<file path="src/rtl/mem_wb_writeback.sv">
// MEM/WB pipeline register and write-back driver: captures MEM results,
// extracts/extends load data, drives the register-file write port and
// counts retired instructions.
// Ports:
//   clk, rst_n, stall, flush       : clock, async active-low reset, control
//   mem_*                          : MEM-stage entry fields
//   regWrite, writeReg, writeData  : register-file write port
//   wb_valid, misaligned, retired  : WB status and retired counter
module mem_wb_writeback #(
    parameter int CNT_WIDTH  = 32,
    parameter bit BIG_ENDIAN = 1'b1
) (
    input  logic                 clk,
    input  logic                 rst_n,
    input  logic                 stall,
    input  logic                 flush,
    input  logic                 mem_valid,
    input  logic                 mem_regWrite,
    input  logic                 mem_memToReg,
    input  logic                 mem_link,
    input  logic [1:0]           mem_loadSize,
    input  logic                 mem_loadUnsigned,
    input  logic [4:0]           mem_writeReg,
    input  logic [31:0]          mem_aluResult,
    input  logic [31:0]          mem_readData,
    input  logic [31:0]          mem_pcPlus4,
    output logic                 regWrite,
    output logic [4:0]           writeReg,
    output logic [31:0]          writeData,
    output logic                 wb_valid,
    output logic                 misaligned,
    output logic [CNT_WIDTH-1:0] retired
);

    typedef struct packed {
        logic        valid;
        logic        reg_write;
        logic        mem_to_reg;
        logic        link;
        logic [1:0]  load_size;
        logic        load_unsigned;
        logic [4:0]  write_reg;
        logic [31:0] alu_result;
        logic [31:0] read_data;
        logic [31:0] pc_plus4;
    } wb_t;

    wb_t                 wb;
    wb_t                 mem_in;
    logic [CNT_WIDTH-1:0] cnt;

    always_comb begin
        mem_in               = '0;
        mem_in.valid         = mem_valid;
        mem_in.reg_write     = mem_regWrite;
        mem_in.mem_to_reg    = mem_memToReg;
        mem_in.link          = mem_link;
        mem_in.load_size     = mem_loadSize;
        mem_in.load_unsigned = mem_loadUnsigned;
        mem_in.write_reg     = mem_writeReg;
        mem_in.alu_result    = mem_aluResult;
        mem_in.read_data     = mem_readData;
        mem_in.pc_plus4      = mem_pcPlus4;
    end

    always_ff @(posedge clk or negedge rst_n) begin
        if (!rst_n) begin
            wb <= '0;
        end else if (flush) begin
            wb <= '0;
        end else if (!stall) begin
            wb <= mem_in;
        end
    end

    // The outgoing entry completes whenever it leaves WB, even if the
    // slot behind it is being flushed.
    always_ff @(posedge clk or negedge rst_n) begin
        if (!rst_n) begin
            cnt <= '0;
        end else if (wb.valid && !stall) begin
            cnt <= cnt + CNT_WIDTH'(1);
        end
    end

    logic [1:0]  lane;
    logic [1:0]  byte_sel;
    logic        half_sel;
    logic [7:0]  byte_v;
    logic [15:0] half_v;
    logic [31:0] load_v;
    logic        is_half;
    logic        is_word;

    always_comb begin
        lane     = wb.alu_result[1:0];
        // Big-endian lane 0 lives in the top byte, so invert the index.
        byte_sel = BIG_ENDIAN ? ~lane : lane;
        half_sel = BIG_ENDIAN ? ~lane[1] : lane[1];
        byte_v   = wb.read_data[{byte_sel, 3'b000} +: 8];
        half_v   = wb.read_data[{half_sel, 4'b0000} +: 16];
        is_half  = (wb.load_size == 2'b01);
        is_word  = (wb.load_size[1] == wb.load_size[0]);
        load_v   = wb.read_data;
        unique case (wb.load_size)
            2'b10: begin
                load_v = {{24{byte_v[7] & ~wb.load_unsigned}}, byte_v};
            end
            2'b01: begin
                load_v = {{16{half_v[15] & ~wb.load_unsigned}}, half_v};
            end
            default: begin
                load_v = wb.read_data;
            end
        endcase
    end

    always_comb begin
        writeData = wb.alu_result;
        priority case (1'b1)
            wb.link:       writeData = wb.pc_plus4;
            wb.mem_to_reg: writeData = load_v;
            default:       writeData = wb.alu_result;
        endcase
    end

    always_comb begin
        misaligned = wb.valid & wb.mem_to_reg &
                     ((is_half & lane[0]) | (is_word & (lane != 2'b00)));
        regWrite   = wb.valid & wb.reg_write &
                     (wb.write_reg != 5'd0) & ~misaligned;
        writeReg   = wb.write_reg;
        wb_valid   = wb.valid;
        retired    = cnt;
    end

endmodule

</file>
<file path="config.mk">
export PLATFORM = sky130hd
export DESIGN_NAME = mem_wb_writeback
export DESIGN_NICKNAME = d
export VERILOG_FILES = /design/src/rtl/mem_wb_writeback.sv
export SDC_FILE = /design/constraint.sdc
export NUM_CORES = 1
export LEC_CHECK = 0
export ABC_AREA = 1
export BUFFER_PORTS_ARGS = -buffer_cell sky130_fd_sc_hd__clkbuf_2
export CORE_MARGIN = 4
export CORE_UTILIZATION = 55
export CTS_CLUSTER_SIZE = 40
export DETAILED_ROUTE_END_ITERATION = 16
export GPL_TIMING_DRIVEN = 0
export PLACE_DENSITY = 0.82
export SLEW_MARGIN = 10
export SYNTH_ARGS = -nofsm -noshare
export SYNTH_HDL_FRONTEND = slang
export SYNTH_SLANG_ARGS = --single-unit
</file>
<file path="constraint.sdc">
create_clock -name clk -period 3.2 [get_ports clk]
set_input_delay 0.16 -clock clk [delete_from_list [all_inputs] [get_ports clk]]
set_output_delay 0.16 -clock clk [all_outputs]
set_load 0.1 [all_outputs]
</file>
==> results of run 1 <==
-- power groups by stage --
stage,sequential (uW),combinational [uW],clock [uW]
after global placement,1970,1220,0
after floorplan,2130,750,0
final,1950,1350,1870
after detailed placement,1970,1240,0
after CTS,1940,1330,1870
after global routing,1960,1420,1950
-- sequential cells by signal, summed over array words and instances, names as in the netlist --
name and count:
retired 32, lane 2, wb_valid 1, writeReg 5
wb 100
-- metrics by stage --
stage / TNS, ps / area, um2 / setup slack [ps] / util
2_1_floorplan: 0 / 7670 / 162.1 / -
3_3_place_gp: -49470 / 8796 / -366.2 / 0.6564
3_5_place_dp: 0 / 8832 / 920.1 / 0.6591
6_report: 0 / 10260 / 383.9 / 0.7655
4_1_cts: 0 / 10260 / 456.5 / 0.7655
5_1_grt: 0 / 10260 / 264.8 / 0.7655
-- cells in the final DEF, fill, tap and decap left out, drive strengths merged --
cell,count
o21ai,68
a21oi,113
nand3,111
ha,3
buf,31
dlymetal6s2s,1
bufinv,1
nand2,364
nor3,5
dfrtp,140
nor4,2
dlygate4sd1,2
inv,77
nand4,6
clkinv,7
xnor2,5
clkinvlp,1
nor2,58
nand3b,9
dlygate4sd3,88
clkbuf,237
xor2,11
nor3b,2
-- layout make-up --
cell class / count / share of cell area
buffer: 66 / 0.03708
clock buffer: 23 / 0.04659
clock inverter: 8 / 0.006586
inverter: 78 / 0.02854
multi-input combinational: 757 / 0.3405
sequential: 140 / 0.3415
tap: 176 / 0.02147
timing repair buffer: 270 / 0.1777
-- final timing paths --
check	startpoint	to	slack [ps]	cells after the start
setup / recovery	wb[102]	writeData[8]	380	8
hold / removal	mem_loadSize[0]	wb[102]	5	3
setup reg to reg	wb_valid	retired[16]	1530	9
hold reg to reg	retired[31]	retired[31]	490	2
max in group asynchronous	rst_n	wb[16]	2190	3
min in group asynchronous	rst_n	wb[94]	200	2
-- per-layer routing --
| metal | track usage | wire (um) | share of wire |
|---|---|---|---|
| met1 | 0.4219 | 10640 | 0.40 |
| met2 | 0.5727 | 12970 | 0.48 |
| met3 | 0.07070 | 2130 | 0.079 |
| met4 | 0.1514 | 1100 | 0.041 |
| met5 | 0 | 0 | 0 |
-- worst max-delay path, cell delays in order (launching register included) --
cell and delay (ps):
dfrtp_1 350, inv_1 60, ha_1 300, buf_6 140, clkbuf_1 260, a21oi_1 240, nand2_1 120, a21oi_1 240
clkbuf_2 510
-- cell families (layout without fill, tap and decap cells) --
| kind of cell | count (synthesis) | in the layout | share of synthesized area |
|---|---|---|---|
| and+or+nand+nor | 557 | 557 | 0.3115 |
| AOI/OAI and AO/OA | 181 | 181 | 0.1186 |
| buffers and inverters | 144 | 445 | 0.08811 |
| DFF | 140 | 140 | 0.4586 |
| xor gates and xnor gates | 16 | 16 | 0.01834 |
| adders and majority gates | 3 | 3 | 0.004914 |
-- synth_stat cells, drive strengths merged --
library cell | instances | area share
xnor2 | 5 | 0.0057
nor3 | 5 | 0.0039
clkbuf | 33 | 0.021
clkinv | 1 | 0.00049
dlygate4sd1 | 2 | 0.0023
ha | 3 | 0.0049
nor2 | 58 | 0.034
dfrtp | 140 | 0.46
xor2 | 11 | 0.013
dlymetal6s2s | 1 | 0.0016
nand3 | 111 | 0.074
o21ai | 68 | 0.045
nand4 | 6 | 0.0049
inv | 77 | 0.038
nand3b | 9 | 0.0088
a21oi | 113 | 0.074
nand2 | 364 | 0.18
buf | 30 | 0.024
nor3b | 2 | 0.0034
nor4 | 2 | 0.0016
==> metrics.md, run 1 <==
| Metric | Value |
|---|---|
| Least-Margin Pin Slew | `589.9 ps` |
| CP Class | `reg -> out` |
| Total CTS buffers | `17` |
| Post-synthesis net count | `1156` |
| TritonCTS clock tree | `yes` |
| Antenna-violating nets left | `0` |
| CTS H-Tree Depth | `4` |
| Number of max-cap violations | `0` |
| Fillcell total | `1030` |
| Rows | `42` |
| Max Freq | `0.3551 GHz` |
| Initial antenna violation count | `0` |
| Clock share of power | `0.362` |
| Final Hold Fails | `0` |
| Synthesis-to-finish area growth | `34.28%` |
| Worst setup EP type | `output port` |
| Worst EP arrival | `2660 ps` |
| Nets | `1445` |
| Fin Clk Skew | `4.947 ps` |
| Hold_buf cts | `88` |
| Post-Syn Instances | `1041` |
| Clock buffer depth | `2` |
| PortBufs | `181` |
| Hold Crit Class | `in -> reg` |
| CTS sink cnt | `140` |
| Slew margin rel. | `0.6026` |
| Share of cells above drive strength 1 | `0.1930` |
| Root Driver | `clkbuf_16` |
| Total GRT Usage | `0.3392` |
| 1st-pass router iterations | `7` |
| Leak pwr | `0.005109 uW` |
| Yosys warns | `0` |
| Power Dens Cells | `504.0 nW/um2` |
| Critical path startpoint category | `flop` |
| Power, Total | `5171 uW` |
| Synthesized area per cell | `7.339 um2` |
| Critical path data required time | `3040 ps` |
| Die Y | `125.9 um` |
| Peak supply drop | `0.6777 mV` |
| Via count | `8512` |
| Multi-input gate area | `3493 um2` |
| Vias per inst | `5.607` |
| Pin count of the biggest net entering global routing | `103` |
| Placed cells | `1399` |
| Core Area | `13400 um2` |
| RSZ-0062 raised after global routing | `false` |
| Drt drc | `0` |
| Final Slew Violations | `0` |
| Cell Area, Synth | `7640 um2` |
| Synth unique cells | `34` |
| Crit share post-route | `0.8800` |
| Starting Density | `0.5701` |
| Comb pwr share | `0.261` |
| I/O pin count | `184` |
| Antenna Cells | `0` |
| Die width | `125.9 um` |
| Clock transition at path regs | `60 ps` |
| Sw frac | `0.3589` |
| FF+latch area | `3503 um2` |
| Vias in the first global route | `8329` |
| Worst-path fanout max | `10` |
| Setup repair bufs after CTS | `0` |
| Routed wire length per instance | `17.68 um` |
| Min Tclk post-route | `2816 ps` |
| Post-route insts no fill | `1518` |
| #FFs+latches synth | `140` |
| GPL Wtd Cong | `0.9421` |
| Hold_ws | `5.422 ps` |
| First-pass GRT wire length | `42420 um` |
| Total congestion overflow | `0` |
| DP HPWL | `18210 um` |
| Die area | `15840 um2` |
| Switching power | `1856 uW` |
| Final WL | `26840 um` |
| Skew-Pair Late Insertion Delay | `430 ps` |
| Cts repair resizes | `0` |
| Seq/Total Area, Yosys | `0.4586` |
| Internal power | `3315 uW` |
| Sequential Power Share | `0.377` |
| Finish-stage setup viols | `0` |
| Iter 0 DRT Violations | `886` |
| Run status | `finished, final reports clean` |
(Power assumes the default switching activity.)
==> inputs of run 2 (changes only) <==
--- a/config.mk
+++ b/config.mk
@@ -9,6 +9,7 @@
 export BUFFER_PORTS_ARGS = -buffer_cell sky130_fd_sc_hd__clkbuf_2
 export CORE_MARGIN = 4
 export CORE_UTILIZATION = 55
+export CTS_BUF_LIST = sky130_fd_sc_hd__clkbuf_16
 export CTS_CLUSTER_SIZE = 40
 export DETAILED_ROUTE_END_ITERATION = 16
 export GPL_TIMING_DRIVEN = 0
==> run 2 against run 1 <==
Net effect: via count is 0.20% lower; critical path depth rose by 1; worst hold slack improved by 2.7 ps; routed wire length hardly changed; power decreased by 1.6%; count of clock-buffer cells in the layout fell by 6; worst setup slack gained 9.6 ps; clock skew fell by 0.58 ps; largest power group unchanged; highest routed layer unchanged; sequential power about the same; utilization decreased by 0.22 points.
==> metrics.md, run 2 (same netlist as run 1, synthesis figures left out) <==
| Metric | Value |
|---|---|
| Hold EP | `wb[103]` |
| Routed wire length per instance | `17.68 um (about the same)` |
| Max Freq | `0.3563 GHz (+0.34%)` |
| Total CTS buffers | `17 (unchanged)` |
| Peak supply drop | `0.4604 mV (-32%)` |
| CP Class | `reg -> out` |
| Crit path largest cell delay | `490 ps (-20 ps)` |
| Power Dens Cells | `497.7 nW/um2 (-1.3%)` |
| Leak pwr | `0.005105 uW (about the same)` |
| Place WS | `920.1 ps (unchanged)` |
| Rows | `42 (unchanged)` |
| CTS sink cnt | `140 (unchanged)` |
| Nets | `1445 (unchanged)` |
| Critical path startpoint category | `flop` |
| Reg-to-Reg Start | `wb_valid` |
| CP bufs+invs | `4 (unchanged)` |
| Root Driver | `clkbuf_16` |
| Worst R2R End | `retired[16]` |
| Min Tclk post-route | `2807 ps (-9.626 ps)` |
| Setup repair bufs after CTS | `0 (unchanged)` |
| I/O pin count | `184 (unchanged)` |
| Power, Total | `5090 uW (-1.6%)` |
| Core Area | `13400 um2 (unchanged)` |
| R2R cell count | `9 (unchanged)` |
| 1st-pass router iterations | `6 (-1)` |
| PortBufs | `181 (unchanged)` |
| Iter 0 DRT Violations | `875 (-1.2%)` |
| R2R Setup Slk | `1510 ps (-20 ps)` |
| Drt drc | `0 (unchanged)` |
| Worst-path fanout max | `10 (unchanged)` |
| Total GRT Usage | `0.3386 (-0.0005425)` |
| Most common cell after layout, fill and taps aside | `nand2_1` |
| Crit-path cells | `inv_1, ha_1, buf_6, clkbuf_1, a21oi_1, nand2_1, nand2_1, a21oi_1, clkbuf_2` |
| Reg with most FFs | `wb` |
| First-pass GRT wire length | `42400 um (about the same)` |
| Starting Density | `0.5701 (unchanged)` |
| Final Slew Violations | `0 (unchanged)` |
| GPL Wtd Cong | `0.9421 (unchanged)` |
| Die area | `15840 um2 (unchanged)` |
| Number of max-cap violations | `0 (unchanged)` |
| Critical-path top delay cell | `clkbuf_2` |
| Finish-stage setup viols | `0 (unchanged)` |
| Antenna-violating nets left | `0 (unchanged)` |
| Worst EP arrival | `2650 ps (about the same)` |
| Via count | `8495 (-0.20%)` |
| Worst setup EP type | `output port` |
| Synthesis-to-finish area growth | `33.89%` |
| Die Y | `125.9 um (unchanged)` |
| Setup TNS | `0 ps (unchanged)` |
| CP delay by family, top | `buffers and inverters` |
| Skew-Pair Late Insertion Delay | `430 ps (about the same)` |
| Clock transition at path regs | `60 ps (about the same)` |
| Total congestion overflow | `0 (unchanged)` |
| Final WL | `26840 um (about the same)` |
| Slew margin rel. | `0.5943 (-0.008208)` |
| Final Hold Fails | `0 (unchanged)` |
| Min-Delay Path Depth | `3 (unchanged)` |
| Most frequent cells in the layout | `360 x nand2_1, 180 x clkbuf_2, 140 x dfrtp_1` |
| Critical path data required time | `3040 ps (about the same)` |
| Min-delay src | `mem_loadSize[1]` |
| Die width | `125.9 um (unchanged)` |
| Run status | `finished, final reports clean` |
| Max FFs per register | `100 (unchanged)` |
| CTS H-Tree Depth | `4 (unchanged)` |
| Final core occ | `0.7633 (-0.002241)` |
| Share of cells above drive strength 1 | `0.1908 (-0.002235)` |
| Setup ws final | `393.5 ps (+9.626 ps)` |
| Initial antenna violation count | `0 (unchanged)` |
| Vias per inst | `5.596 (-0.20%)` |
| TritonCTS clock tree | `yes` |
| RSZ-0062 raised after global routing | `false` |
| Crit share post-route | `0.8770 (-0.003008)` |
| Fin Clk Skew | `4.367 ps (-0.5802 ps)` |
| Hold Crit Class | `in -> reg` |
| DP HPWL | `18210 um (unchanged)` |
| Antenna Cells | `0 (unchanged)` |
| Least-Margin Pin Slew | `608.5 ps (+18.55 ps)` |
| Vias in the first global route | `8341 (+0.14%)` |
| Clock buffer depth | `2 (unchanged)` |
| Pin count of the biggest net entering global routing | `103 (unchanged)` |
-- run 2: tightest hold or removal path, cell delays in order --
cell and delay [ps]:
clkbuf_2 90, nand3_1 60, o21ai_0 80
-- run 2: area by class of cell --
| class | instances | area (um2) |
|---|---|---|
| plain buffers | 66 | 380.4 |
| clock buffers | 17 | 425.4 |
| clock inverters | 14 | 90.09 |
| fillers | 1040 | 3172 |
| inverters | 78 | 292.8 |
| multi-input cells | 757 | 3493 |
| flip-flops and latches | 140 | 3503 |
| well taps | 176 | 220.2 |
| repair buffers | 270 | 1823 |
-- run 2: per-stage QoR --
step	hold WS [ps]	instance area, um2	instances
after floorplan	-135.6	7670	1041
after global placement	387.5	8796	1398
after detailed placement	98.42	8832	1399
after CTS	0.3590	10230	1518
after global routing	7.874	10230	1518
final	8.082	10230	1518
-- run 2: how the worst max path moves through the flow --
stage,slack [ps],to,cells after the start,start
floorplan,160,regWrite,3,wb_valid
global placement,-370,retired[30],1,rst_n
detailed placement,920,writeData[14],9,wb[102]
CTS,460,writeData[14],9,wb[102]
global route,260,writeData[0],9,wb[102]
finish,390,writeData[14],9,wb[102]
-- run 2: layer usage --
metal	vias to the layer above	routed length, um	GRT usage
met4	0	1077	0.1514
li1	3930	-	-
met1	3941	10560	0.4217
met2	522	12850	0.5708
met3	102	2342	0.07113
met5	-	0	0
-- run 2: what timing repair did --
item / in CTS / in global routing
resized for setup: 0 / 0
endpoints found under the hold margin: 125 / 0
hold buffers: 88 / 0
-- run 2: report_power, final --
group          internal, uW  switching, uW  total [uW]
sequential             1870           78.8        1950
clock                  1030            757        1790
combinational           329           1020        1350
total                  3230           1860        5090
==> inputs of run 3 (changes only) <==
--- a/config.mk
+++ b/config.mk
@@ -5,8 +5,9 @@
 export SDC_FILE = /design/constraint.sdc
 export NUM_CORES = 1
 export LEC_CHECK = 0
-export ABC_AREA = 1
+export ABC_AREA = 0
 export BUFFER_PORTS_ARGS = -buffer_cell sky130_fd_sc_hd__clkbuf_2
+export CORE_ASPECT_RATIO = 1.2
 export CORE_MARGIN = 4
 export CORE_UTILIZATION = 55
 export CTS_BUF_LIST = sky130_fd_sc_hd__clkbuf_16
==> run 3 against run 2 <==
Net effect: power grew 2.1%; critical path depth unchanged; global-route usage decreased by 3.6 points; clock skew increased by 4.8 ps; area after synthesis fell by 6.3%; cell count fell by 23%; sequential power barely moved; first-iteration DRC count shrank 20%; highest routed layer unchanged; largest power group unchanged; fmax fell by 9.2%; clock power increased by 8%; largest cell class is now multi-input gates; synthesized cell count is 31% lower; routed wire length down 16%.
==> metrics.md, run 3 <==
| Metric | Value |
|---|---|
| Worst-path fanout max | `10 (unchanged)` |
| Setup TNS | `0 ps (unchanged)` |
| Via count | `6829 (-20%)` |
| TritonCTS clock tree | `yes` |
| Crit share post-route | `0.9662 (+0.08920)` |
| Finish-stage setup viols | `0 (unchanged)` |
| CP delay by family, top | `buffers and inverters` |
| I/O pin count | `184 (unchanged)` |
| First-pass GRT wire length | `35850 um (-15%)` |
| Starting Density | `0.5624 (-0.007683)` |
| Fin area | `9754 um2 (-4.6%)` |
| Synth Flop Type | `dfrtp_1` |
| Top-count cell post-synth | `dfrtp_1` |
| Leak pwr | `0.004914 uW (-3.7%)` |
| Max FFs per register | `100 (unchanged)` |
| Hold Crit Class | `in -> reg` |
| Die area | `14910 um2 (-5.9%)` |
| Final Hold Fails | `0 (unchanged)` |
| CTS sink cnt | `140 (unchanged)` |
| GPL Wtd Cong | `0.9133 (-3.1%)` |
| Die width | `112.1 um (-11%)` |
| Cell Area, Synth | `7157 um2 (-6.3%)` |
| Root Driver | `clkbuf_16` |
| Hold_ws | `5.468 ps (-2.614 ps)` |
| Nets | `1107 (-23%)` |
| Asr flop ratio synth | `1.000 (unchanged)` |
| Top cells by count, synth | `140 x dfrtp_1, 124 x nor2_1, 108 x mux2i_1` |
| Reg with most FFs | `wb` |
| Routed wire length per instance | `19.33 um (+9.3%)` |
| CTS H-Tree Depth | `4 (unchanged)` |
| Clock buffer depth | `2 (unchanged)` |
| RSZ-0062 raised after global routing | `false` |
| Most frequent cells in the layout | `161 x clkbuf_2, 140 x dfrtp_1, 124 x nor2_1` |
| Critical path data required time | `3040 ps (about the same)` |
| Total CTS buffers | `17 (unchanged)` |
| Total GRT Usage | `0.3022 (-0.03637)` |
| Min-Delay Path Depth | `3 (unchanged)` |
| #FFs+latches synth | `140 (unchanged)` |
| Post-synthesis net count | `835 (-28%)` |
| Share of cells above drive strength 1 | `0.2610 (+0.07020)` |
| Fillcell total | `877 (-16%)` |
| Largest cells by area after synthesis | `dfrtp_1 49%, mux2i_1 15%, nor2_1 6.5%` |
| CP Class | `reg -> out` |
| Number of max-cap violations | `0 (unchanged)` |
| Power Dens Cells | `532.8 nW/um2 (+7.1%)` |
| Total congestion overflow | `0 (unchanged)` |
| Skew-Pair Late Insertion Delay | `420 ps (about the same)` |
| Min Tclk post-route | `3092 ps (+285.4 ps)` |
| PortBufs | `182 (+0.55%)` |
| Number of synthesized flops with an enable pin | `0 (unchanged)` |
| Initial antenna violation count | `1 (+1)` |
| Least-Margin Pin Slew | `783.8 ps (+175.3 ps)` |
| Final WL | `22590 um (-16%)` |
| Antenna-violating nets left | `0 (unchanged)` |
| Final Slew Violations | `0 (unchanged)` |
| Setup repair bufs after CTS | `0 (unchanged)` |
| Power, Total | `5197 uW (+2.1%)` |
| R2R Setup Slk | `1150 ps (-360 ps)` |
| Rows | `45 (+7.1%)` |
| Pin count of the biggest net entering global routing | `97 (-5.8%)` |
| Crit-path cells | `inv_1, ha_1, or2_2, clkbuf_1, clkbuf_1, a21oi_1, a21oi_1, o31ai_2, buf_6` |
| DP HPWL | `15280 um (-16%)` |
| Iter 0 DRT Violations | `699 (-20%)` |
| Final core occ | `0.7666 (+0.003263)` |
| Critical-path top delay cell | `dfrtp_1` |
| Fin Clk Skew | `9.117 ps (+4.751 ps)` |
| Synthesized area per cell | `9.940 um2 (+35%)` |
| Core Area | `12720 um2 (-5.0%)` |
| 1st-pass router iterations | `5 (-1)` |
| Most common cell after layout, fill and taps aside | `clkbuf_2` |
| Placed instance area | `8428 um2 (-4.6%)` |
| Synth top area share | `0.4895 (+0.03095)` |
| R2R cell count | `6 (-3)` |
| Synth unique cells | `46 (+35%)` |
| Slew margin rel. | `0.4775 (-0.1169)` |
| Critical path startpoint category | `flop` |
| Post-Syn Instances | `720 (-31%)` |
| Hold EP | `wb[71]` |
| Peak supply drop | `0.7368 mV (+60%)` |
| Seq/Total Area, Yosys | `0.4895 (+0.03095)` |
| Max Freq | `0.3234 GHz (-9.2%)` |
| Die Y | `133.0 um (+5.6%)` |
| Synth area leader | `dfrtp_1` |
| Worst EP arrival | `2930 ps (+280 ps)` |
| Run status | `finished, final reports clean` |
| Crit path largest cell delay | `390 ps (-100 ps)` |
| Reg-to-Reg Start | `retired[9]` |
| Vias in the first global route | `6883 (-17%)` |
| Synthesis-to-finish area growth | `36.29%` |
| Min-delay src | `mem_aluResult[7]` |
| Worst setup EP type | `output port` |
| Clock transition at path regs | `60 ps (about the same)` |
| Vias per inst | `5.842 (+4.4%)` |
| CP bufs+invs | `4 (unchanged)` |
| Drt drc | `0 (unchanged)` |
| Yosys warns | `0 (unchanged)` |
| Worst R2R End | `retired[26]` |
==> run 3: cell types whose count changed in the layout (fill, tap and decap cells not counted), sizes merged, moves of 18 or more <==
cell,before,now
nand2,364,64
mux2i,0,108
nand3,111,8
inv,80,12
o21ai,68,1
nor2,58,124
a21oi,113,60
o31ai,0,23
dlygate4sd3,88,70
==> run 3: worst register-to-register path: cells and delay by family (launching register included) <==
family | cells | cell delay (ps)
xor+xnor | 1 | 190
flops | 1 | 450
buf+inv | 2 | 330
simple gates | 3 | 1000
==> run 3: worst max-delay path by stage <==
stage	start	end	slack [ps]	cells after the start
global placement	rst_n	wb[18]	-340	1
CTS	wb[102]	writeData[29]	10	9
finish	wb[102]	writeData[26]	110	9
detailed placement	wb[102]	writeData[0]	360	8
floorplan	wb[102]	regWrite	-100	7
global route	wb[102]	writeData[27]	3	9
==> run 3: final cells by class <==
type	instances	area, um2	area share
Antenna cell	1	2.502	0.0002565
Buffer	57	251.5	0.02578
Clock buffer	17	425.4	0.04361
Clock inverter	14	140.1	0.01437
Inverter	7	26.28	0.002694
Multi-Input combinational cell	516	3508	0.3597
Sequential cell	140	3503	0.3592
Tap cell	164	205.2	0.02104
Timing Repair Buffer	253	1692	0.1734
==> run 3: cells by family (layout without fill, tap and decap cells) <==
kind of cell	after synthesis	in the layout	share of synthesized area
buffers and inverters	64	348	0.03829
xor gates and xnor gates	31	31	0.03794
other	0	1	0
AOI/OAI and AO/OA	127	127	0.1142
adders and majority gates	3	3	0.005245
DFF	140	140	0.4895
and+or+nand+nor	236	236	0.1449
muxes	119	119	0.1699
==> run 3: per-layer routing <==
metal | global-route usage | share of wire | up-vias
met3 | 0.06221 | 0.071 | 70
met2 | 0.5043 | 0.50 | 343
met5 | 0 | 0 | -
li1 | - | - | 3068
met1 | 0.3776 | 0.39 | 3348
met4 | 0.1376 | 0.039 | 0
==> run 3: power by group <==
part           switching (uW)  total, uW  internal [uW]
Combinational             918       1280            366
Clock                     739       1940           1200
Sequential                106       1980           1870
Total                    1760       5200           3430
==> run 3: per-stage QoR <==
| stage | instances | setup slack (ps) |
|---|---|---|
| after floorplan | 720 | -99.99 |
| after detailed placement | 1067 | 358.5 |
| final | 1169 | 108.1 |
| after global placement | 1066 | -337.0 |
| after CTS | 1168 | 14.71 |
| after global routing | 1169 | 2.703 |
==> run 3: repair_timing <==
| item | in CTS | in global routing |
|---|---|---|
| hold buffers | 70 | 0 |
| gates resized for setup | 8 | 38 |
| endpoints found under the hold margin | 113 | 0 |
| setup endpoints to repair | 11 | 19 |
